File: src/rtl/multi_uart_hub.sv
// N-channel 8N1 UART hub on one Avalon-MM slave; per-channel divisor, TX/RX FIFOs, sticky flags, shared irq.
// Optional internal loopback is built only when MULTI_UART_LOOPBACK_EN is defined.
module multi_uart_hub #(
  parameter int NUM_CH      = 4,
  parameter int CH_AW       = 2,
  parameter int FIFO_DEPTH  = 16,
  parameter int DEFAULT_DIV = 434
) (
  input  logic              clk,
  input  logic              reset,
  input  logic [CH_AW+1:0]  address,
  input  logic              chipselect,
  input  logic              read,
  input  logic              write,
  input  logic [31:0]       writedata,
  output logic [31:0]       readdata,
  output logic              irq,
  input  logic [NUM_CH-1:0] uart_rxd,
  output logic [NUM_CH-1:0] uart_txd
);
  localparam int AW = $clog2(FIFO_DEPTH);
  localparam logic [15:0] DIV_RST = 16'(DEFAULT_DIV);
  localparam logic [CH_AW:0] NUM_CH_W = (CH_AW+1)'(NUM_CH);

  typedef enum logic [1:0] {S_IDLE, S_START, S_DATA, S_STOP} uart_state_e;

  logic [CH_AW-1:0] ch_sel;
  logic [1:0]       reg_sel;
  logic             ch_ok, wr_en, rd_en;
  logic [31:0]      rd_word [NUM_CH];
  logic [NUM_CH-1:0] irq_vec;
  logic             unused_wdata;

  assign ch_sel  = address[CH_AW+1:2];
  assign reg_sel = address[1:0];
  assign ch_ok   = ({1'b0, ch_sel} < NUM_CH_W);
  assign wr_en   = chipselect & write;
  assign rd_en   = chipselect & read;
  assign unused_wdata = ^writedata[31:16];

  for (genvar i = 0; i < NUM_CH; i++) begin : g_ch
    logic        sel, wr_data, rd_data, wr_stat, wr_div, wr_ctrl;
    logic [15:0] div_q, tx_div, rx_div;
    logic        irq_en, loop_en, rx_ovr, frm_err, tx_ovf;
    logic [7:0]  tx_mem [FIFO_DEPTH];
    logic [7:0]  rx_mem [FIFO_DEPTH];
    logic [AW:0] tx_wp, tx_rp, rx_wp, rx_rp;
    logic        tx_empty, tx_full, tx_push, tx_pop;
    logic        rx_empty, rx_full, rx_push, rx_pop, rx_push_req, rx_frm;
    uart_state_e tx_st, tx_nx, rx_st, rx_nx;
    logic [15:0] tx_cnt, rx_cnt;
    logic [2:0]  tx_bit, rx_bit;
    logic [7:0]  tx_sh, rx_sh, rx_head;
    logic        tx_line, tx_tick, rx_tick;
    logic        rx_s1, rx_s2, rx_s3, rx_src, rx_fall;

    assign sel     = ch_ok && (ch_sel == CH_AW'(i));
    assign wr_data = wr_en & sel & (reg_sel == 2'd0);
    assign wr_stat = wr_en & sel & (reg_sel == 2'd1);
    assign wr_div  = wr_en & sel & (reg_sel == 2'd2);
    assign wr_ctrl = wr_en & sel & (reg_sel == 2'd3);
    assign rd_data = rd_en & sel & (reg_sel == 2'd0);

    // Extra MSB on the pointers distinguishes full from empty.
    assign tx_empty = (tx_wp == tx_rp);
    assign tx_full  = (tx_wp[AW] != tx_rp[AW]) && (tx_wp[AW-1:0] == tx_rp[AW-1:0]);
    assign rx_empty = (rx_wp == rx_rp);
    assign rx_full  = (rx_wp[AW] != rx_rp[AW]) && (rx_wp[AW-1:0] == rx_rp[AW-1:0]);
    assign tx_push  = wr_data && (!tx_full || tx_pop);
    assign rx_pop   = rd_data && !rx_empty;
    assign rx_push  = rx_push_req && (!rx_full || rx_pop);
    assign rx_head  = rx_empty ? 8'd0 : rx_mem[rx_rp[AW-1:0]];

    always_ff @(posedge clk) begin
      if (reset) begin
        tx_wp <= '0; tx_rp <= '0; rx_wp <= '0; rx_rp <= '0;
      end else begin
        if (tx_push) tx_wp <= tx_wp + 1'b1;
        if (tx_pop)  tx_rp <= tx_rp + 1'b1;
        if (rx_push) rx_wp <= rx_wp + 1'b1;
        if (rx_pop)  rx_rp <= rx_rp + 1'b1;
      end
    end

    always_ff @(posedge clk) begin
      if (tx_push) tx_mem[tx_wp[AW-1:0]] <= writedata[7:0];
      if (rx_push) rx_mem[rx_wp[AW-1:0]] <= rx_sh;
    end

    always_ff @(posedge clk) begin
      if (reset) begin
        div_q <= DIV_RST; irq_en <= 1'b0;
        rx_ovr <= 1'b0; frm_err <= 1'b0; tx_ovf <= 1'b0;
      end else begin
        if (wr_div)  div_q  <= (writedata[15:1] == 15'd0) ? 16'd2 : writedata[15:0];
        if (wr_ctrl) irq_en <= writedata[0];
        // A same-cycle error event wins over the write-1-to-clear.
        rx_ovr  <= (rx_ovr  & ~(wr_stat & writedata[4])) | (rx_push_req & ~rx_push);
        frm_err <= (frm_err & ~(wr_stat & writedata[5])) | rx_frm;
        tx_ovf  <= (tx_ovf  & ~(wr_stat & writedata[7])) | (wr_data & ~tx_push);
      end
    end

`ifdef MULTI_UART_LOOPBACK_EN
    always_ff @(posedge clk) begin
      if (reset)        loop_en <= 1'b0;
      else if (wr_ctrl) loop_en <= writedata[1];
    end
    assign rx_src      = loop_en ? tx_line : uart_rxd[i];
    assign uart_txd[i] = loop_en | tx_line;
`else
    assign loop_en     = 1'b0;
    assign rx_src      = uart_rxd[i];
    assign uart_txd[i] = tx_line;
`endif

    // TX FSM
    assign tx_tick = (tx_cnt == tx_div - 16'd1);
    always_ff @(posedge clk) begin
      if (reset) tx_st <= S_IDLE;
      else       tx_st <= tx_nx;
    end
    always_comb begin
      tx_nx   = tx_st;
      tx_pop  = 1'b0;
      tx_line = 1'b1;
      case (tx_st)
        S_IDLE:  if (!tx_empty) begin tx_nx = S_START; tx_pop = 1'b1; end
        S_START: begin tx_line = 1'b0; if (tx_tick) tx_nx = S_DATA; end
        S_DATA:  begin tx_line = tx_sh[0]; if (tx_tick && tx_bit == 3'd7) tx_nx = S_STOP; end
        S_STOP:  if (tx_tick) begin
                   if (!tx_empty) begin tx_nx = S_START; tx_pop = 1'b1; end
                   else tx_nx = S_IDLE;
                 end
        default: tx_nx = S_IDLE;
      endcase
    end
    always_ff @(posedge clk) begin
      if (reset) begin
        tx_cnt <= '0; tx_bit <= '0; tx_sh <= '0; tx_div <= DIV_RST;
      end else if (tx_pop) begin
        tx_cnt <= '0; tx_bit <= '0;
        tx_sh  <= tx_mem[tx_rp[AW-1:0]];
        tx_div <= div_q;
      end else if (tx_st != S_IDLE) begin
        if (tx_tick) begin
          tx_cnt <= '0;
          if (tx_st == S_DATA) begin tx_sh <= {1'b0, tx_sh[7:1]}; tx_bit <= tx_bit + 1'b1; end
        end else tx_cnt <= tx_cnt + 16'd1;
      end
    end

    // RX FSM; rx_s3 is the previous synchronised level for edge detection.
    always_ff @(posedge clk) begin
      if (reset) begin rx_s1 <= 1'b1; rx_s2 <= 1'b1; rx_s3 <= 1'b1; end
      else       begin rx_s1 <= rx_src; rx_s2 <= rx_s1; rx_s3 <= rx_s2; end
    end
    assign rx_fall = rx_s3 & ~rx_s2;
    assign rx_tick = (rx_st == S_START) ? (rx_cnt == (rx_div >> 1) - 16'd1)
                                        : (rx_cnt == rx_div - 16'd1);
    always_ff @(posedge clk) begin
      if (reset) rx_st <= S_IDLE;
      else       rx_st <= rx_nx;
    end
    always_comb begin
      rx_nx       = rx_st;
      rx_push_req = 1'b0;
      rx_frm      = 1'b0;
      case (rx_st)
        S_IDLE:  if (rx_fall) rx_nx = S_START;
        S_START: if (rx_tick) rx_nx = rx_s2 ? S_IDLE : S_DATA;
        S_DATA:  if (rx_tick && rx_bit == 3'd7) rx_nx = S_STOP;
        S_STOP:  if (rx_tick) begin rx_nx = S_IDLE; rx_push_req = rx_s2; rx_frm = ~rx_s2; end
        default: rx_nx = S_IDLE;
      endcase
    end
    always_ff @(posedge clk) begin
      if (reset) begin
        rx_cnt <= '0; rx_bit <= '0; rx_sh <= '0; rx_div <= DIV_RST;
      end else if (rx_st == S_IDLE) begin
        rx_cnt <= '0; rx_bit <= '0;
        if (rx_fall) rx_div <= div_q;
      end else if (rx_tick) begin
        rx_cnt <= '0;
        if (rx_st == S_DATA) begin rx_sh <= {rx_s2, rx_sh[7:1]}; rx_bit <= rx_bit + 1'b1; end
      end else rx_cnt <= rx_cnt + 16'd1;
    end

    assign rd_word[i] =
      (reg_sel == 2'd0) ? {23'd0, ~rx_empty, rx_head} :
      (reg_sel == 2'd1) ? {24'd0, tx_ovf, (tx_st != S_IDLE), frm_err, rx_ovr,
                           tx_full, tx_empty, rx_full, rx_empty} :
      (reg_sel == 2'd2) ? {16'd0, div_q} :
                          {30'd0, loop_en, irq_en};
    assign irq_vec[i] = irq_en & ~rx_empty;
  end

  always_ff @(posedge clk) begin
    if (reset)      readdata <= 32'd0;
    else if (rd_en) readdata <= ch_ok ? rd_word[ch_sel] : 32'd0;
  end

  assign irq = |irq_vec;
endmodule

File: config.mk
export PLATFORM = sky130hd
export DESIGN_NAME = multi_uart_hub
export DESIGN_NICKNAME = d
export VERILOG_FILES = /design/src/rtl/multi_uart_hub.sv
export SDC_FILE = /design/constraint.sdc
export NUM_CORES = 2
export LEC_CHECK = 0
export CAP_MARGIN = 20
export CORE_ASPECT_RATIO = 1.75
export CORE_UTILIZATION = 57
export CTS_CLUSTER_SIZE = 16
export DETAILED_ROUTE_END_ITERATION = 7
export GPL_TIMING_DRIVEN = 0
export PLACE_DENSITY = 0.87
export SETUP_SLACK_MARGIN = 0.1
export SYNTH_ARGS = -nofsm -noshare
export SYNTH_HDL_FRONTEND = slang
export SYNTH_SLANG_ARGS = --single-unit
File: constraint.sdc
create_clock -name clk -period 5.8 [get_ports clk]
set_input_delay 1.16 -clock clk [delete_from_list [all_inputs] [get_ports clk]]
set_output_delay 1.16 -clock clk [all_outputs]
set_load 0.005 [all_outputs]
# [Word-level counts from Yosys, hierarchy flattened]
# Memory sizes are Yosys's and may differ from the RTL's. A register that Yosys moved wholly into a read port is not among the register bits.
# Index checks and enable logic that the tools add are counted.
[totals] word_cells=635 mem_bits_rw=1024 reg_bits=564 input_bits=45 output_inout_bits=37 n_memories=8
[classes] n_addsub=44 n_bitwise=115 n_mux=156 magnitude_cmp=1 reduce_logical=116 n_eq_ne=106
[memory_table] memory="g_ch[0].rx_mem" depth=16 word_bits=8 rd=1 rd_ports_with_merged_regs=1 wr=1 line_no="46" rtl="logic [7:0] rx_mem [FIFO_DEPTH];"
[memory_table] memory="g_ch[0].tx_mem" depth=16 word_bits=8 rd=1 rd_ports_with_merged_regs=1 wr=1 line_no="45" rtl="logic [7:0] tx_mem [FIFO_DEPTH];"
[memory_table] memory="g_ch[1].rx_mem" depth=16 word_bits=8 rd=1 rd_ports_with_merged_regs=1 wr=1 line_no="46"
[memory_table] memory="g_ch[1].tx_mem" depth=16 word_bits=8 rd=1 rd_ports_with_merged_regs=1 wr=1 line_no="45"
[memory_table] memory="g_ch[2].rx_mem" depth=16 word_bits=8 rd=1 rd_ports_with_merged_regs=1 wr=1 line_no="46"
[memory_table] memory="g_ch[2].tx_mem" depth=16 word_bits=8 rd=1 rd_ports_with_merged_regs=1 wr=1 line_no="45"
[memory_table] memory="2 more memories"
[ops] cell="$mux W16" count=17
[ops] cell="$eq A16 B16 Y1" count=12
[ops] cell="$mux W8" count=20
[ops] cell="$add A16 B1 Y16 const B" count=8
[ops] cell="$sub A16 B1 Y16 const B" count=8
[ops] cell="$add A5 B1 Y5 const B" count=16
[ops] cell="$mux W2" count=36
[ops] cell="$and A1 B1 Y1" count=70
[ops] cell="$bmux W32 S2" count=1
[ops] cell="$mux W32" count=2
[ops] cell="$mux W4" count=16
[ops] cell="$ne A2 B2 Y1 const B" count=32
[ops] cell="$pmux W2 S4" count=8
[ops] cell="$sub A15 B1 Y16 const B" count=4
[ops] cell="$mux W1" count=48
[ops] cell="$eq A2 B2 Y1 const B" count=20
[ops] cell="$eq A5 B5 Y1" count=8
[ops] cell="$reduce_and A3 Y1" count=12
[ops] cell="$eq A4 B4 Y1" count=8
[ops] cell="$not A1 Y1" count=32
[ops] cell="$reduce_and A4 Y1" count=8
[ops] cell="$reduce_bool A2 Y1" count=16
[ops] cell="$logic_and A1 B1 Y1" count=28
[ops] cell="$add A3 B1 Y3 const B" count=8
[ops] cell="other kinds (15)" count=100

# [Depth between registers and ports, before layout]
[logic_depth] word_depth=9 mapped_depth=17 depth_no_buf=13

# [Least setup slack after synthesis]
# No wires, ideal clock.
[synth_path] path_type="register -> register" from="reg g_ch[3].rx_st[0]" to="mem g_ch[3].rx_mem[0][0] (enable)" period_less_slack_ns=5.657 required_ns=5.417 stages_incl_launch_ff=16 arrival_ns=5.274 setup_slack_ns=0.143 path_buffers=3 setup_ns=0.383 path_cell_list="dfxtp_1 nor2b_1 clkbuf_1 clkbuf_1 clkbuf_1 mux2i_1 ha_1 nand2b_1 a2111oi_1 nand3_1 nand3_1 a21oi_1 or4_1 nor4_1 nand2_1 nor3_1"
[synth_between] elab_chain_len=7 elab_cells_between_ends=8 classes_between="eq/ne (2); mux (5); reduce/logical (1)"
[synth_lines] item="start, declared" line_no="50" rtl="uart_state_e tx_st, tx_nx, rx_st, rx_nx;"
[synth_lines] item="start signal, assigned" line_no="163" rtl="else rx_st <= rx_nx;"
[synth_lines] item="$eq A2 B1 Y1" line_no="159" rtl="assign rx_tick = (rx_st == S_START) ? (rx_cnt == (rx_div >> 1) - 16'd1)"
[synth_lines] item="$mux W1" line_no="159"
[synth_lines] item="$mux W1" line_no="173" rtl="S_STOP: if (rx_tick) begin rx_nx = S_IDLE; rx_push_req = rx_s2; rx_frm = ~rx_s2; end"
[synth_lines] item="$mux W1 (*)" line_no="169" rtl="case (rx_st)"
[synth_lines] item="$logic_and A1 B1 Y1 (*)" line_no="71" rtl="assign rx_push = rx_push_req && (!rx_full || rx_pop);"
[synth_lines] item="$mux W1 (*)" line_no="87" rtl="if (rx_push) rx_mem[rx_wp[AW-1:0]] <= rx_sh;"
[synth_lines] item="$mux W1 (not written as such) (*)" line_no="87"
[synth_lines] item="end, declared" line_no="46"
# Every way passes the cells marked *; elsewhere a longest branch is shown, timed or not.

==> impl_results.md <==
* Status: complete, no violations
* Port Buffers at 48
* Combinational share of power at 0.105
* CP Max Fanout at 10
* Layout cells sized above 1 at 0.130
* PwrDens at 313 nW/um^2
* Global-route congestion overflow total at 0
* Register area at 42,400 sq um
* Final worst setup slack at 293 ps
* Cell row count at 169
* Crit path time final at 5510 ps
* Clock transition at path regs at 60 ps
* Hold Fails Final Rpt at 0
* Internal Power at 18.4 mW
* Post-DR vias/cell at 6.35
* Number of synthesized flops with an enable pin at 1,024
* I/O pins at 82
* Fin Setup TNS at 0 ps
* Clk pwr share at 0.387
* CTS tree: built
* NetSw at 5.97 mW
* Rel. slew slack at 0.178
* Pre-CTS setup slack at -1400 ps
* Initial antenna violation count at 14
* Final worst path period share at 0.949
* Hold_buf cts at 0
* DRC Markers at 0
* H-tree Lvls at 4
* Root Buffer: clkbuf_16
* Die width at 267 um
* Die Span Y at 465 um
* Synth warn at 0
* Arr. time, crit path at 5940 ps
* Synth top area share at 0.440
* Max-Cap Viols at 0
* First-pass GRT wire length at 290,000 um
* Core ar. at 121,000 sq um
* Post-DRT Antenna Nets at 0
* Critical path type: flip-flop to flip-flop
* Vias at 47.2k
* Footprint of the multi-input gates at 26,300 sq um
* GRT Total Usage at 0.317
* F_max at 182 MHz
* Switch share at 0.245
* CP Capture Type: flip-flop
* Routed WL per cell at 26.4 um
* Yosys cell types at 91
* Worst clock skew at 24.4 ps
* Slew Viols, Final at 0
* Largest stage delay, worst path at 650 ps
* Vias in the first global route at 48.1k
* Area growth, synth to finish at 11.4%
* Setup violations, final at 0
* Synth Instances at 5,420
* DP HPWL at 140,000 um
* Post-synth top area cell: edfxtp_1
* First-pass detailed-route iteration total at 7
* Die area at 124,000 sq um
* Sequence of cells on the critical path: nand2b_1 > clkbuf_2 > clkbuf_2 > nor2_1 > a21oi_1 > ha_1 > or4b_2 > xnor2_1 > o32ai_1 > xnor2_1 > nand4_1 > nor4_4 > and4_1 > clkbuf_1 > nand2_1 > nor2_2
* Reg power frac at 0.509
* Sequential area share after synthesis at 0.606
* Predominant post-synthesis flop cell: edfxtp_1
* Iter 0 DRT Violations at 4,608
* Post-synth ARST share at 0
* Critical Path Slowest Stage Cell: or4b_2
* Syn Std Cell Area at 69,900 sq um
* Number of buffers created by CTS at 137
* CP startpoint kind: flip-flop
* Critical Path RT at 6230 ps
* Largest net degree at the start of global routing at 50
* Maximum clock insertion buffer count at 3
* Final nets at 5,819
* HP Class: flip-flop to flip-flop
* RSZ-0062 raised after global routing: yes
* Filler cells at 8,586
* Clk Latency, worst-skew pair at 800 ps
* Slew @ Worst Pin at 1230 ps
* RePlAce Congestion at 1.03
* Ranking of synthesized cells by area: edfxtp_1 44%, dfxtp_1 17%, mux4_2 9.8%
* Post-Route WL at 196,000 um
* VDD IR max at 0.254 mV
* #FFs+latches synth at 1,604
* CTS Sinks at 1,604
* Initial Util at 0.576
* Pleak at 25.3 nW
* Syn Area/Cell at 12.9 sq um
[cells by family after synthesis]
family | after synthesis | share of synthesized area
compound gates | 664 | 0.0617
xor+xnor | 359 | 0.0455
fa+ha+maj | 88 | 0.0157
buf+inv | 420 | 0.0238
flops | 1604 | 0.606
mux | 503 | 0.127
other cells | 1 | 0.0000536
simple gates | 1781 | 0.121
[worst max-delay path: cells and delay by family (launching register included)]
family | cells | cell delay, ps
buffers and inverters | 3 | 870
xor gates and xnor gates | 2 | 350
AOI/OAI and AO/OA | 2 | 620
DFF | 1 | 410
and+or+nand+nor | 8 | 2600
adders and majority gates | 1 | 300
[cells in the final DEF (no fill, tap or decap), types with 167 or more instances in the layout]
cell,n
xor2_1,174
mux2i_1,182
a21oi_1,257
nand2_1,527
clkbuf_1,281
mux4_2,305
nand3_1,167
dfxtp_1,580
edfxtp_1,1024
nor2_1,491
xnor2_1,182
[worst paths after layout]
kind | from | end | slack [ps] | cells past startpoint
setup / recovery | flip-flop | g_ch[1].rx_mem[10][5] | 290 | 16
hold / removal | g_ch[2].rx_s1 | g_ch[2].rx_s2 | 430 | 1
setup reg to reg | flip-flop | g_ch[1].rx_mem[10][5] | 290 | 16
hold reg to reg | g_ch[2].rx_s1 | g_ch[2].rx_s2 | 430 | 1
[cells in the mapped netlist (42+ instances only)]
cell type / n
clkbuf_1: 262
a21oi_1: 258
xor2_1: 174
nand3_1: 167
ha_1: 88
nor2_1: 525
nor3_1: 98
o21ai_0: 77
mux2i_1: 182
nor2b_1: 65
xnor2_1: 182
nor4_1: 43
a211oi_1: 69
dfxtp_1: 580
edfxtp_1: 1024
mux4_2: 305
inv_1: 95
nand2_1: 527
and3_1: 47
nand2b_1: 42
nand4_1: 54
[per-stage QoR]
| stage | std cells | utilization | area [sq um] | power, mW | hold WS [ps] |
|---|---|---|---|---|---|
| 2_1_floorplan | 5435 | - | 70000 | 14.3 | 389 |
| 3_3_place_gp | 7107 | 0.597 | 72500 | 15.0 | 398 |
| 3_5_place_dp | 7158 | 0.602 | 73000 | 15.1 | 403 |
| 4_1_cts | 7413 | 0.641 | 77800 | 24.4 | 430 |
| 5_1_grt | 7425 | 0.642 | 77900 | 25.0 | 439 |
| 6_report | 7427 | 0.642 | 77900 | 24.4 | 432 |
[area by class of cell]
| class | count | share of cell area |
|---|---|---|
| inverters | 95 | 0.00457 |
| repair buffers | 112 | 0.0134 |
| diodes | 3 | 0.0000963 |
| flip-flops and latches | 1604 | 0.543 |
| well taps | 1624 | 0.0261 |
| clock buffers | 182 | 0.0491 |
| clock inverters | 71 | 0.00955 |
| plain buffers | 325 | 0.0170 |
| multi-input cells | 3411 | 0.337 |
[state kept, by name (all words and copies together), names as in the netlist, 8 cells and up, named ones only]
name	flops
g_ch.div_q	64
g_ch.rx_bit	12
g_ch.rx_cnt	64
g_ch.rx_div	64
g_ch.rx_mem	512
g_ch.rx_rp	20
g_ch.rx_sh	32
g_ch.rx_wp	20
g_ch.tx_bit	12
g_ch.tx_cnt	64
g_ch.tx_div	64
g_ch.tx_mem	512
g_ch.tx_rp	20
g_ch.tx_sh	32
g_ch.tx_st	8
g_ch.tx_wp	20
readdata	16
[power groups by stage]
stage                     registers, mW  logic (mW)  clock network (mW)
after floorplan                    12.6        1.69                   0
after detailed placement           12.6        2.49                   0
final                              12.4        2.55                9.42
after global placement             12.6        2.39                   0
after CTS                          12.4        2.52                9.47
after global routing               12.4        2.71                9.89
[per-layer routing]
layer | routed length, um | track usage | share of wire
met1 | 65800 | 0.332 | 0.34
met2 | 101000 | 0.560 | 0.52
met5 | 121 | 0 | 0.00062
met3 | 12700 | 0.0595 | 0.065
met4 | 16200 | 0.235 | 0.083
[what timing repair did]
item                                    in CTS  in global routing
endpoints found under the setup margin     421                485
setup buffers                                2                  3
gates resized for setup                     46                 36
pin swaps                                    1                  2
Note: power is estimated with default switching activity, not from simulation.
